[src/rtl/vga_timing_ctrl.sv]
// VGA raster timing controller: pixel-clock divider, run/idle control,
// horizontal/vertical counters and registered sync/active/coordinate decode.
module vga_timing_ctrl #(
    parameter int unsigned CLK_DIV  = 2,
    parameter int unsigned H_SYNC   = 96,
    parameter int unsigned H_BP     = 48,
    parameter int unsigned H_ACTIVE = 640,
    parameter int unsigned H_FP     = 16,
    parameter int unsigned V_SYNC   = 2,
    parameter int unsigned V_BP     = 33,
    parameter int unsigned V_ACTIVE = 480,
    parameter int unsigned V_FP     = 10,
    parameter int unsigned CW       = 10
) (
    input  logic          clk,
    input  logic          rst_n,
    input  logic          en,
    output logic          hsync_n,
    output logic          vsync_n,
    output logic          video_on,
    output logic          pix_tick,
    output logic [CW-1:0] x,
    output logic [CW-1:0] y,
    output logic          line_start,
    output logic          frame_start
);

    // state   | meaning
    // IDLE    | counters parked at 0, all outputs at reset values
    // RUN     | scanning; counters advance on each pixel tick
    localparam logic ST_IDLE = 1'b0;
    localparam logic ST_RUN  = 1'b1;

    localparam int unsigned DW = (CLK_DIV > 1) ? $clog2(CLK_DIV) : 1;
    localparam logic [DW-1:0] DIV_LAST = DW'(CLK_DIV - 1);
    localparam logic [DW-1:0] DIV_ONE  = DW'(1);

    localparam logic [CW-1:0] ONE       = CW'(1);
    localparam logic [CW-1:0] H_LAST    = CW'(H_SYNC + H_BP + H_ACTIVE + H_FP - 1);
    localparam logic [CW-1:0] V_LAST    = CW'(V_SYNC + V_BP + V_ACTIVE + V_FP - 1);
    localparam logic [CW-1:0] H_SYNC_C  = CW'(H_SYNC);
    localparam logic [CW-1:0] V_SYNC_C  = CW'(V_SYNC);
    localparam logic [CW-1:0] H_ACT_BEG = CW'(H_SYNC + H_BP);
    localparam logic [CW-1:0] H_ACT_END = CW'(H_SYNC + H_BP + H_ACTIVE);
    localparam logic [CW-1:0] V_ACT_BEG = CW'(V_SYNC + V_BP);
    localparam logic [CW-1:0] V_ACT_END = CW'(V_SYNC + V_BP + V_ACTIVE);

    logic          state, state_nx;
    logic [DW-1:0] div, div_nx;
    logic [CW-1:0] hcount, hcount_nx;
    logic [CW-1:0] vcount, vcount_nx;
    logic          run_nx, tick_nx, ls_nx, fs_nx;
    logic          h_act_nx, v_act_nx, von_nx;
    logic          hs_nx, vs_nx;
    logic [CW-1:0] x_nx, y_nx;

    always_comb begin
        state_nx  = state;
        div_nx    = div;
        hcount_nx = hcount;
        vcount_nx = vcount;
        run_nx    = 1'b0;
        tick_nx   = 1'b0;
        ls_nx     = 1'b0;
        fs_nx     = 1'b0;
        case (state)
            ST_IDLE: begin
                if (en) begin
                    state_nx  = ST_RUN;
                    div_nx    = '0;
                    hcount_nx = '0;
                    vcount_nx = '0;
                    run_nx    = 1'b1;
                    ls_nx     = 1'b1;
                    fs_nx     = 1'b1;
                end
            end
            ST_RUN: begin
                if (!en) begin
                    // abort is immediate, no completion of the frame
                    state_nx  = ST_IDLE;
                    div_nx    = '0;
                    hcount_nx = '0;
                    vcount_nx = '0;
                end else begin
                    run_nx = 1'b1;
                    if (div == DIV_LAST) begin
                        div_nx  = '0;
                        tick_nx = 1'b1;
                        if (hcount == H_LAST) begin
                            hcount_nx = '0;
                            ls_nx     = 1'b1;
                            if (vcount == V_LAST) begin
                                vcount_nx = '0;
                                fs_nx     = 1'b1;
                            end else begin
                                vcount_nx = vcount + ONE;
                            end
                        end else begin
                            hcount_nx = hcount + ONE;
                        end
                    end else begin
                        div_nx = div + DIV_ONE;
                    end
                end
            end
            default: begin
                state_nx  = ST_IDLE;
                div_nx    = '0;
                hcount_nx = '0;
                vcount_nx = '0;
            end
        endcase

        // decode from next-state counters so outputs line up with them
        hs_nx    = !(run_nx && (hcount_nx < H_SYNC_C));
        vs_nx    = !(run_nx && (vcount_nx < V_SYNC_C));
        h_act_nx = (hcount_nx >= H_ACT_BEG) && (hcount_nx < H_ACT_END);
        v_act_nx = (vcount_nx >= V_ACT_BEG) && (vcount_nx < V_ACT_END);
        von_nx   = run_nx && h_act_nx && v_act_nx;
        x_nx     = von_nx ? (hcount_nx - H_ACT_BEG) : '0;
        y_nx     = von_nx ? (vcount_nx - V_ACT_BEG) : '0;
    end

    always_ff @(posedge clk) begin
        if (!rst_n) begin
            state       <= ST_IDLE;
            div         <= '0;
            hcount      <= '0;
            vcount      <= '0;
            hsync_n     <= 1'b1;
            vsync_n     <= 1'b1;
            video_on    <= 1'b0;
            pix_tick    <= 1'b0;
            x           <= '0;
            y           <= '0;
            line_start  <= 1'b0;
            frame_start <= 1'b0;
        end else begin
            state       <= state_nx;
            div         <= div_nx;
            hcount      <= hcount_nx;
            vcount      <= vcount_nx;
            hsync_n     <= hs_nx;
            vsync_n     <= vs_nx;
            video_on    <= von_nx;
            pix_tick    <= tick_nx;
            x           <= x_nx;
            y           <= y_nx;
            line_start  <= ls_nx;
            frame_start <= fs_nx;
        end
    end

endmodule

[config.mk]
export PLATFORM = sky130hd
export DESIGN_NAME = vga_timing_ctrl
export DESIGN_NICKNAME = d
export VERILOG_FILES = /design/src/rtl/vga_timing_ctrl.sv
export SDC_FILE = /design/constraint.sdc
export NUM_CORES = 1
export LEC_CHECK = 0
export ABC_AREA = 0
export BUFFER_PORTS_ARGS = -buffer_cell sky130_fd_sc_hd__buf_2
export CAP_MARGIN = 25
export CORE_MARGIN = 1.5
export CORE_UTILIZATION = 59
export CTS_BUF_LIST = sky130_fd_sc_hd__clkbuf_16
export CTS_CLUSTER_SIZE = 40
export DETAILED_ROUTE_END_ITERATION = 6
export HOLD_SLACK_MARGIN = 0.02
export PLACE_DENSITY_LB_ADDON = 0.25
export SLEW_MARGIN = 40
export SYNTH_ARGS = -nofsm -noshare
export SYNTH_HDL_FRONTEND = slang
export SYNTH_SLANG_ARGS = --single-unit
[constraint.sdc]
create_clock -name clk -period 4.7 [get_ports clk]
set_input_delay 0.705 -clock clk [delete_from_list [all_inputs] [get_ports clk]]
set_output_delay 0.705 -clock clk [all_outputs]
set_load 0.02 [all_outputs]
==> Word-level counts from Yosys, hierarchy flattened <==
Cells that the tools add are included.
{ "word_totals": {"register_bits": 48, "output_inout_bits": 26} }
{ "op_classes": {"add_sub_neg": 5, "magnitude_cmp": 6, "eq_ne": 3, "mux": 26, "bitwise_logic": 1, "n_reduce_logical": 10} }
{ "op_table": {"columns": ["op", "count"], "rows": [
  ["10-bit two-way mux", 9],
  ["10-bit one-hot mux with 2 select lines", 2],
  ["10-bit by 1-bit adder with 10-bit output, second input constant", 2],
  ["10-bit == test, second input constant", 2],
  ["10-bit less-than comparator, second input constant", 2],
  ["1-bit two-way mux", 12],
  ["10-bit by 6-bit greater-or-equal comparator with 1-bit output, second input constant", 1],
  ["10-bit by 8-bit greater-or-equal comparator with 1-bit output, second input constant", 1],
  ["10-bit by 2-bit less-than comparator with 1-bit output, second input constant", 1],
  ["10-bit by 7-bit less-than comparator with 1-bit output, second input constant", 1],
  ["10-bit by 6-bit subtractor with 10-bit output, second input constant", 1],
  ["10-bit by 8-bit subtractor with 10-bit output, second input constant", 1],
  ["1-bit logical AND", 6],
  ["1-bit one-hot mux with 2 select lines", 3],
  ["3-bit AND reduction", 1],
  ["1-bit logical NOT", 2],
  ["2-bit inequality test, second input constant", 1],
  ["2-bit AND reduction", 1],
  ["1-bit adder, second input constant", 1],
  ["1-bit NOT", 1]
]} }

==> Depth between registers and ports, before layout <==
Gate-level depths: netlist (run 1).
{ "logic_depth": {"word_depth": 10, "mapped_depth": 16} }

==> Least setup slack after synthesis (run 1) <==
OpenSTA, ideal clock, no wires.
{ "synth_timing": {"kind": "input -> register", "start": "input en", "end": "register x[9]", "t_arrival_ns": 3.122, "required_time_ns": 4.637, "setup_slack_ns": 1.515, "cell_stages": 15, "path_buffers": 4, "cell_sequence": "clkbuf_1 and2_1 clkbuf_1 clkbuf_1 a21oi_1 o21ai_0 ha_1 inv_1 a211oi_1 and4_1 o21ai_0 a2bb2oi_1 o21ai_2 buf_6 nor2_2"} }
{ "synth_between": {"elab_chain_cells": 7, "word_cells_on_any_way": 17} }
{ "synth_lines": {"columns": ["item", "line_no", "text"], "rows": [
  ["start, declared", "17", "input logic en,"],
  ["10-bit two-way mux (on tied branches)", "79, 68", null],
  ["10-bit one-hot mux with 2 select lines *", "66", "case (state)"],
  ["via hcount_nx[4]", "50", "logic [CW-1:0] hcount, hcount_nx;"],
  ["10-bit by 8-bit greater-or-equal comparator with 1-bit output / 10-bit less-than comparator (equally long branches)", "118", "h_act_nx = (hcount_nx >= H_ACT_BEG) && (hcount_nx < H_ACT_END);"],
  ["1-bit logical AND", "118", null],
  ["1-bit logical AND (2 in a row)", "120", "von_nx = run_nx && h_act_nx && v_act_nx;"],
  ["2-bit AND reduction (no source line)", null, null],
  ["end signal, assigned", "148", "x <= x_nx;"],
  ["end, declared", "22", "output logic [CW-1:0] x,"]
]} }
The timed path passes the listed nets; every way through them passes the cells marked *.
A chain may end at the register's enable or synchronous reset.

==> Worst setup path after layout (run 1) <==
{ "layout_timing": {"start": "register vcount[5]", "end": "register y[8]"} }
{ "layout_between": {"elab_chain_cells": 10, "word_cells_on_any_way": 14} }
{ "layout_lines": {"columns": ["item", "line_no", "text"], "rows": [
  ["start, declared", "51", "logic [CW-1:0] vcount, vcount_nx;"],
  ["start signal, assigned", "143", "vcount <= vcount_nx;"],
  ["10-bit == test *", "93", "if (vcount == V_LAST) begin"],
  ["10-bit two-way mux *", "93", null],
  ["10-bit two-way mux *", "90", "if (hcount == H_LAST) begin"],
  ["10-bit two-way mux *", "87", "if (div == DIV_LAST) begin"],
  ["10-bit two-way mux *", "79", "if (!en) begin"],
  ["10-bit one-hot mux with 2 select lines *", "66", null],
  ["via vcount_nx[1]", "51", null],
  ["10-bit by 6-bit greater-or-equal comparator with 1-bit output / 10-bit less-than comparator (equally long branches)", "119", "v_act_nx = (vcount_nx >= V_ACT_BEG) && (vcount_nx < V_ACT_END);"],
  ["1-bit logical AND", "119", null],
  ["1-bit logical AND", "120", null],
  ["2-bit AND reduction (no source line)", null, null],
  ["end signal, assigned", "149", "y <= y_nx;"],
  ["end, declared", "23", "output logic [CW-1:0] y,"]
]} }
Marks and branches as above.

==> impl.org, run 1 <==
** Logic synthesis
- The synthesized netlist occupies a cell area of 0.002562 mm².
- The netlist uses 57 different library cells.
- Synthesis produced 303 cells.
- Flops & latches, synth :: 48
- Multiplexer cells account for 0.3906% of the synthesized area.
- Of the synthesized area, sequential elements account for 37.50%.
- Fraction of the mapped netlist area in compound gates :: 18.46%
- After synthesis, the largest family of logic cells by area is simple AND/OR/NAND/NOR gates.
- After synthesis, the share of flip-flops with an asynchronous set or reset is 0%.
- Yosys mapped a number of flops with a built-in enable equal to 0.
- The most used flip-flop cell after synthesis is dfxtp_1.
- Share of the synthesized netlist area taken by xor and xnor gates :: 4.443%
- Adder and majority cell fraction of the synthesized area :: 2.930%
- Yosys printed 0 warnings.
- Mean instance size in the synthesized netlist :: 8.457 µm²
- Simple-gate area share of the yosys netlist :: 31.54%
- When the netlist entered floorplanning its net count stood at 312.

** Layout
- In the final layout, the share of cells above drive strength 1 is 19.15%.
- The multi-input combinational cells in the finished layout cover a total of 0.001495 mm².
- The filler cells instantiated in the layout total 342.
- The repair_antennas step left the layout with diodes totalling 0.
- At the end of the flow the core is filled with cells to 71.16%.
- Across the whole layout, storage elements account for 960.9 µm².
- Area grow syn2layout :: 13.48%
- Post-layout nets :: 337

** Timing
- Transition time at the pin with the least slew margin :: 0.7386 ns
- Min Tclk post-route :: 3.704 ns
- The max-slew violation count came to 0.
- For this run, the top clock speed supported by timing is 270.0 MHz.
- Setup repair after global routing left no endpoint under its margin.
- On the final layout, the worst clock skew is 0.003946 ns.
- Count of endpoints failing hold in the final timing report :: 0
- Measured against its own limit, the worst slew margin works out to 50.57%.
- Setup violations remaining at the end of the flow were counted as 0.
- For the final routed database, the setup TNS stands at 0 ns.
- Part of the cycle the worst path needs :: 78.80%

** Clock tree
- Hold Buf Count CTS :: 0
- Number of buffers created by CTS :: 5
- Number of levels in the clock H-tree :: 2
- Clock tree synthesis selected as its root buffer the cell clkbuf_16.
- Clock latency on the worst-skew pair, taken at its later pin, is 0.28 ns.
- Clock tree from TritonCTS :: done
- Number of setup buffers added after CTS :: 0
- CTS clock-pin slew for the worst setup and hold paths :: 0.06 ns
- Maximum buffer depth of the clock tree :: 2
- Number of gates given a new drive strength after cts :: 0
- Sinks on Clock Net :: 48

** Floorplanning
- The initial utilization of the core area, before any placement, comes to 62.71%.
- From left edge to right edge, the die measures 68.90 µm.
- Measured along the y axis, the die boundary spans 68.90 µm.
- Row cnt :: 23
- After floorplanning, the core was sized to cover 0.004086 mm².
- The die covers 0.004747 mm².
- In this run the count of I/O pins placed on the die edge is 29.

** Global route
- Met1 usage in global routing :: 39.24%
- Met2 track utilization from global routing :: 41.83%
- Largest net degree at the start of global routing :: 24
- Layer with the highest usage :: met2
- The via count of the first global-routing pass came to 1989.
- In the global route stage, overall resource usage came out at 27.26%.
- The initial antenna violation count is 0.
- Met3 Use GR :: 5.682%
- The first global-routing pass estimated 9625 µm of wire.
- Summed over all layers, the global routing overflow is 0.

** Worst setup path
- Standard cell with the maximum stage delay on the critical path :: o21ai_4
- Biggest cell delay along the critical path :: 0.63 ns
- Number of buffers and inverters on the critical path :: 1
- Critical-path cell list :: or4_1, or3_1, and4_1, or2_2, ha_1, inv_1, a31o_2, a31oi_1, o21ai_4, nor3_1
- At the worst endpoint, the required time is 4.83 ns.
- Register-to-register path setup slack :: 1.0 ns
- Broken down by cell family, the worst path's largest delay share belongs to simple AND/OR/NAND/NOR gates.
- The setup path with the least slack is of type flop to flop.
- CP max FO :: 21
- Reg-to-Reg Start :: vcount[5]
- Arrival time reported for the critical path endpoint :: 3.83 ns
- Startpoint type of the worst setup path :: flop
- Endpoint type of the worst setup path :: flop
- The most critical setup path has its startpoint at vcount[5].

** Route
- Detail-routed via count per cell :: 6.206
- Post-detailed-routing wire length :: 6022 µm
- Average wire per standard cell :: 15.89 µm
- Detailed Route Iter0 Violations :: 202
- Number of remaining DRC errors :: 0
- Length of the first detailed-routing pass in iterations :: 5
- The final route contains 2352 vias.
- Post-detailed-route count of antenna-violating nets :: 0

** Pwr
- The clock network accounts for 46.8% of the total power.
- Of the total power, the share spent switching nets is 19.77%.
- Internal power comes to 0.6656 mW.
- Gate power share :: 3.7%
- Sequential cells account for 49.5% of the total power.
- Total power per unit cell area :: 285.3 mW/mm²
- Summed over all nets, the switching power comes to 0.1641 mW.
- Summed over all cells, the static leakage comes to 1.143 nW.
- Highest ir drop seen on vdd :: 0.1839 mV
- Summing internal, switching and leakage power gives 0.8297 mW.

** Hold path
- Worst Hold Launch :: hcount[1]
- Worst hold path type :: flop to flop

** Placed design
- The wire-length estimate of the detail-placed layout is 4228 µm.
- Placer Congestion :: 0.9485
- During placement, the flow inserted port buffers numbering 28.

** Run status
- Outcome :: finished, final reports clean

** Job
- Maxcap violations :: 0
[cell type report]
class                   instances  share of cell area, %
multi-input cells             227                  51.42
clock inverters                 3                  1.291
well taps                      50                  2.151
clock buffers                   5                  4.303
inverters                      13                  1.678
repair buffers                 33                  6.110
flip-flops and latches         48                  33.05
[per-stage QoR]
stage	std cells	worst slack, ns	instance area (µm²)	hold WS (ns)
2_1_floorplan	303	1.515	2562	0.6035
3_3_place_gp	371	0.8539	2730	0.6495
3_5_place_dp	371	0.7992	2738	0.6596
4_1_cts	379	0.7638	2900	0.6650
5_1_grt	379	0.7594	2908	0.6933
6_report	379	0.9964	2908	0.6530
[synthesized netlist by cell type (2+ instances only)]
cell type	instances	area [µm²]
a31o_2	3	26.28
nand3_1	17	85.08
a211oi_1	2	15.01
a2bb2oi_1	3	26.28
o21ai_0	13	65.06
and2_1	16	100.1
a21o_1	2	15.01
o22ai_1	2	12.51
and4_1	3	26.28
ha_1	6	75.07
a41o_1	2	20.02
nor2_1	20	75.07
dfxtp_1	48	960.9
nand2_1	16	60.06
a21boi_0	3	22.52
o311ai_0	3	26.28
a22o_1	2	17.52
inv_1	13	48.80
or2_2	4	25.02
nand4_1	7	43.79
buf_6	2	22.52
nor4_1	5	31.28
nand3b_1	2	15.01
xnor2_1	8	70.07
and3_1	5	31.28
clkbuf_1	11	41.29
a21oi_1	12	60.06
o211ai_1	2	15.01
or4_1	3	22.52
nor2b_1	8	50.05
a31oi_1	6	37.54
or3_1	4	25.02
o21a_1	2	15.01
o31ai_1	2	15.01
nor3_1	12	60.06
nor2_2	9	56.30
xor2_1	5	43.79
[kinds of logic (layout without fill, tap and decap cells)]
kind of cell | Yosys count | in the layout
fa+ha+maj | 6 | 6
buf+inv | 28 | 54
xor+xnor | 13 | 13
flops | 48 | 48
compound gates | 68 | 68
mux | 1 | 1
simple gates | 139 | 139
[routing by layer]
layer	share of wire (%)	routed length, µm	up-vias
met4	1.4	82	0
met2	44	2657	131
met1	46	2748	1061
met3	8.9	533	10
met5	0	0	-
li1	-	-	1150
[power groups by stage]
stage / Clock (mW) / Combinational [mW] / Sequential [mW]
floorplan: 0 / 0.0189 / 0.422
global placement: 0 / 0.0297 / 0.420
detailed placement: 0 / 0.0296 / 0.420
CTS: 0.394 / 0.0298 / 0.411
global route: 0.408 / 0.0331 / 0.411
finish: 0.388 / 0.0309 / 0.411
[flip-flops by register name, indices dropped and copies added, names as in the netlist]
register / count
video_on: 1
div: 1
hcount: 10
y: 10
vsync_n: 1
line_start: 1
vcount: 10
x: 10
state: 1
frame_start: 1
pix_tick: 1
hsync_n: 1
[worst register-to-register path, cell delays in order (launching register included)]
cell	delay, ns
dfxtp_1	0.39
or4_1	0.62
or3_1	0.43
and4_1	0.25
or2_2	0.33
ha_1	0.23
inv_1	0.14
a31o_2	0.23
a31oi_1	0.15
o21ai_4	0.63
nor3_1	0.15
[layout by cell type (no fill, tap or decap), drive strengths merged, types with 3 or more instances in the layout]
cell type,synthesis,final
o21ai,15,15
xor2,5,5
inv,13,13
ha,6,6
or4,4,4
nand3,17,17
clkbuf,12,5
nor4,7,7
o311ai,3,3
xnor2,8,8
nand2,16,16
or3,4,4
a31oi,6,6
a21boi,3,3
nor2,29,29
buf,3,33
nor2b,8,8
a31o,3,3
or2,4,4
and3,5,5
a21oi,13,13
and4,3,3
and2,17,17
dfxtp,48,48
nor3,12,12
a2bb2oi,3,3
nand4,7,7
a21o,3,3
[worst paths after layout]
check	to	depth (start not counted)
max	y[8]	10
min reg2reg	x[1]	3
max reg2reg	y[8]	10
min	x[1]	3
Note: power is estimated with default switching activity, not from simulation.
==> run 2, diff against run 1 <==
--- a/config.mk
+++ b/config.mk
@@ -5,11 +5,11 @@
 export SDC_FILE = /design/constraint.sdc
 export NUM_CORES = 1
 export LEC_CHECK = 0
-export ABC_AREA = 0
+export ABC_AREA = 1
 export BUFFER_PORTS_ARGS = -buffer_cell sky130_fd_sc_hd__buf_2
 export CAP_MARGIN = 25
 export CORE_MARGIN = 1.5
-export CORE_UTILIZATION = 59
+export CORE_UTILIZATION = 53
 export CTS_BUF_LIST = sky130_fd_sc_hd__clkbuf_16
 export CTS_CLUSTER_SIZE = 40
 export DETAILED_ROUTE_END_ITERATION = 6
==> constraint.sdc (replaced) <==
create_clock -name clk -period 3 [get_ports clk]
set_input_delay 0.45 -clock clk [delete_from_list [all_inputs] [get_ports clk]]
set_output_delay 0.45 -clock clk [all_outputs]
set_load 0.02 [all_outputs]
==> impl.org, run 2 <==
** Clock tree
- Clock tree synthesis found a total of 48 sinks.
- TritonCTS built the clock tree.
- Clock tree synthesis inserted a total of 5 buffers.
- Clk root buf :: clkbuf_16
- Number of levels in the clock H-tree :: 2
- CTS clock-pin slew for the worst setup and hold paths :: 0.06 ns
- In this run the deepest clock path goes through 2 buffers.
- Latest clock arrival within the worst-skew pair :: 0.28 ns

** Route
- The count of nets left with antenna violations once routing finished came out at 0.
- In the routed design, unresolved DRC markers number 0.
- Length of the first detailed-routing pass in iterations :: 4
- Routed via count :: 2400
- Detailed Route Iter0 Violations :: 159
- Summed over all layers, the routed wires come to 5853 µm.
- Average wire per standard cell :: 12.04 µm
- Detail-routed via count per cell :: 4.938

** Logic synthesis
- Among all cell types in the netlist, the one instantiated most often is nand2_1.
- Most used standard cells in the synthesized netlist :: nand2_1 (98), nor2_1 (50), inv_1 (49)
- In this run, synthesis inferred 0 flip-flops with an integrated enable.
- Number of library cell types mapped by synthesis :: 33
- The cell area that synthesis handed to floorplanning was 0.002646 mm².
- The synthesized design contains 48 register bits.
- Biggest area contributors in the synthesized netlist :: dfxtp_1 (36%), nand2_1 (14%), nor2_1 (7.1%)
- Ys flop type :: dfxtp_1
- Net count after synthesis :: 393
- Syn. warnings :: 0
- Post-synth top area cell :: dfxtp_1
- A synthesized cell averages 6.891 µm².
- Gate count after technology mapping :: 384
- Of the synthesized area, sequential elements account for 36.31%.
- Fraction of synthesis flops using an asynchronous set or reset pin :: 0%
- Top-area cell type share of the netlist area :: 36.31%

** Timing
- For the pin with the worst max-slew slack, the measured transition is 0.7438 ns.
- Count of endpoints failing hold in the final timing report :: 0
- On the final layout, the worst clock skew is 0.004012 ns.
- Max-slew headroom :: 50.36%
- Max Slew Vio Count :: 0
- Setup violations remaining at the end of the flow were counted as 0.
- Maximum frequency from static timing analysis :: 366.7 MHz
- For the finished layout, the period the worst path requires is 2.727 ns.
- The worst path uses 90.89% of the clock period.
- Setup repair after global routing left no endpoint under its margin.
- Hold timing on the final database bottoms out at a slack of 0.4975 ns.
- Setup total negative slack on the finished layout was measured at 0 ns.
- Once routing completed, OpenROAD measured the worst setup slack at 0.2733 ns.

** Floorplanning
- Total die area :: 0.005426 mm²
- 29 I/O pins were placed.
- Row cnt :: 25
- Effective utilization at floorplan :: 55.66%
- Die boundary height :: 73.66 µm
- Core Box Area :: 0.004755 mm²
- In this run the horizontal extent of the chip is 73.66 µm.

** Hold path
- Worst hold path type :: flop to flop

** Layout
- The library cell used most frequently in the layout, excluding fill and tap cells, is nand2_1.
- Commonest cells after routing, fill and taps aside :: nand2_1 (98), inv_1 (50), nor2_1 (50)
- The area growth from synthesis to layout is 13.76%.
- Share of layout cells above drive strength 1 :: 22.91%
- Post-layout nets :: 427
- Diode count :: 0

** Placed design
- At the end of routability-driven placement, the weighted congestion stood at 0.9325.
- Worst Setup Slack post-DPL :: 0.2992 ns
- Once detailed placement completed, the half-perimeter wirelength came to 4455 µm.
- During placement, the flow inserted port buffers numbering 28.

** Pwr
- VDD sags by at most 0.3630 mV.
- Total power per unit cell area :: 404.9 mW/mm²
- The analysis attributes to cell leakage a power of 1.497 nW.

** Worst setup path
- Along the worst path, the maximum fanout reaches 11.
- Data on the critical path arrives at its endpoint at 2.95 ns.
- Startpoint type of the worst setup path :: flop
- Critical path type :: flop to flop
- Required time reported for the critical path endpoint :: 3.22 ns
- STA classifies the critical path endpoint as a flop.

** Global route
- Entering global routing, the biggest net connects 23 pins.
- First-pass GRT wire length :: 10230 µm
- Overflow after GRT :: 0
- The initial antenna violation count was 0.
- Global routing usage summed across all routing layers :: 24.26%
- The via count of the first global-routing pass was 2238.

** Job
- Maxcap violations :: 0

** Run status
- Outcome :: finished, final reports clean
[run 2: changes by cell type in the layout (fill, tap and decap cells not counted), moves of 7 or more]
cell	change
nand3_1	+15
nor2_1	+30
nor3_1	-7
xnor2_1	-7
nor2b_1	-8
nor2_2	+13
nand2_1	+82
and2_1	-15
nand2_2	+8
inv_1	+37
inv_2	+8
[run 2: worst max-delay path: stages, from the launching register on]
cell     delay, ns
dfxtp_1       0.37
ha_1          0.21
nand2_2       0.12
nor2_8        0.17
nand3_4       0.14
nand2_8       0.12
inv_2         0.07
nand2_1       0.06
o21ai_0       0.12
inv_1         0.16
ha_1          0.17
nand3_1       0.07
nor2_1        0.09
nand3_1       0.08
nor2_1        0.17
nor2_1        0.08
nor2_2        0.09
nand3_2       0.08
buf_4         0.20
nor2_2        0.10
[run 2: worst paths after layout]
| kind | from | endpoint | slack (ns) | depth (start not counted) |
|---|---|---|---|---|
| setup / recovery | hcount[1] | y[7] | 0.27 | 19 |
| hold / removal | state | frame_start | 0.50 | 1 |
| setup reg to reg | hcount[1] | y[7] | 0.27 | 19 |
| hold reg to reg | state | frame_start | 0.50 | 1 |
[run 2: cell families (layout without fill, tap and decap cells)]
logic type / after synthesis / count (layout) / synth area share (%)
buffers and inverters: 63 / 98 / 9.551
AND/OR/NAND/NOR: 238 / 238 / 44.02
flip-flops: 48 / 48 / 36.31
XOR/XNOR: 8 / 8 / 2.648
adder cells (fa/ha/maj): 6 / 6 / 2.837
AO/OA/AOI/OAI: 21 / 21 / 4.634
[run 2: layer usage]
| layer | vias to the layer above | GRT usage (%) | part of all wire [%] |
|---|---|---|---|
| li1 | 1249 | - | - |
| met1 | 1074 | 33.31 | 47 |
| met2 | 65 | 37.84 | 45 |
| met3 | 12 | 4.252 | 4.9 |
| met4 | 0 | 9.259 | 2.4 |
| met5 | - | 0 | 0 |
[run 2: area by class of cell]
type	count	area [µm²]
clock buffer	5	125.1
clock inverter	3	15.01
timing repair buffer	33	177.7
tap	67	83.83
sequential	48	962.2
fill	443	1744
inverter	57	214.0
multi-input combinational	273	1433
[run 2: per-stage QoR]
step	utilization, %	instance area (µm²)	std cells	total power [mW]
floorplan	-	2646	384	0.6855
global placement	60.18	2861	477	0.7006
detailed placement	60.18	2861	477	0.7011
CTS	63.13	3002	485	1.224
global route	63.32	3010	486	1.263
finish	63.32	3010	486	1.219
[run 2: report_power, final]
part / switching, mW / total [mW] / leakage (nW) / internal [mW]
combinational: 0.0312 / 0.0426 / 1.04 / 0.0114
sequential: 0.00230 / 0.644 / 0.388 / 0.641
clock: 0.230 / 0.533 / 0.0687 / 0.303
total: 0.263 / 1.22 / 1.50 / 0.956
[run 2: what timing repair did]
item | in CTS | in global routing
hold buffers | 0 | 0
buffers inserted | 0 | 1
setup endpoints to repair | 0 | 5
gates resized for setup | 0 | 1
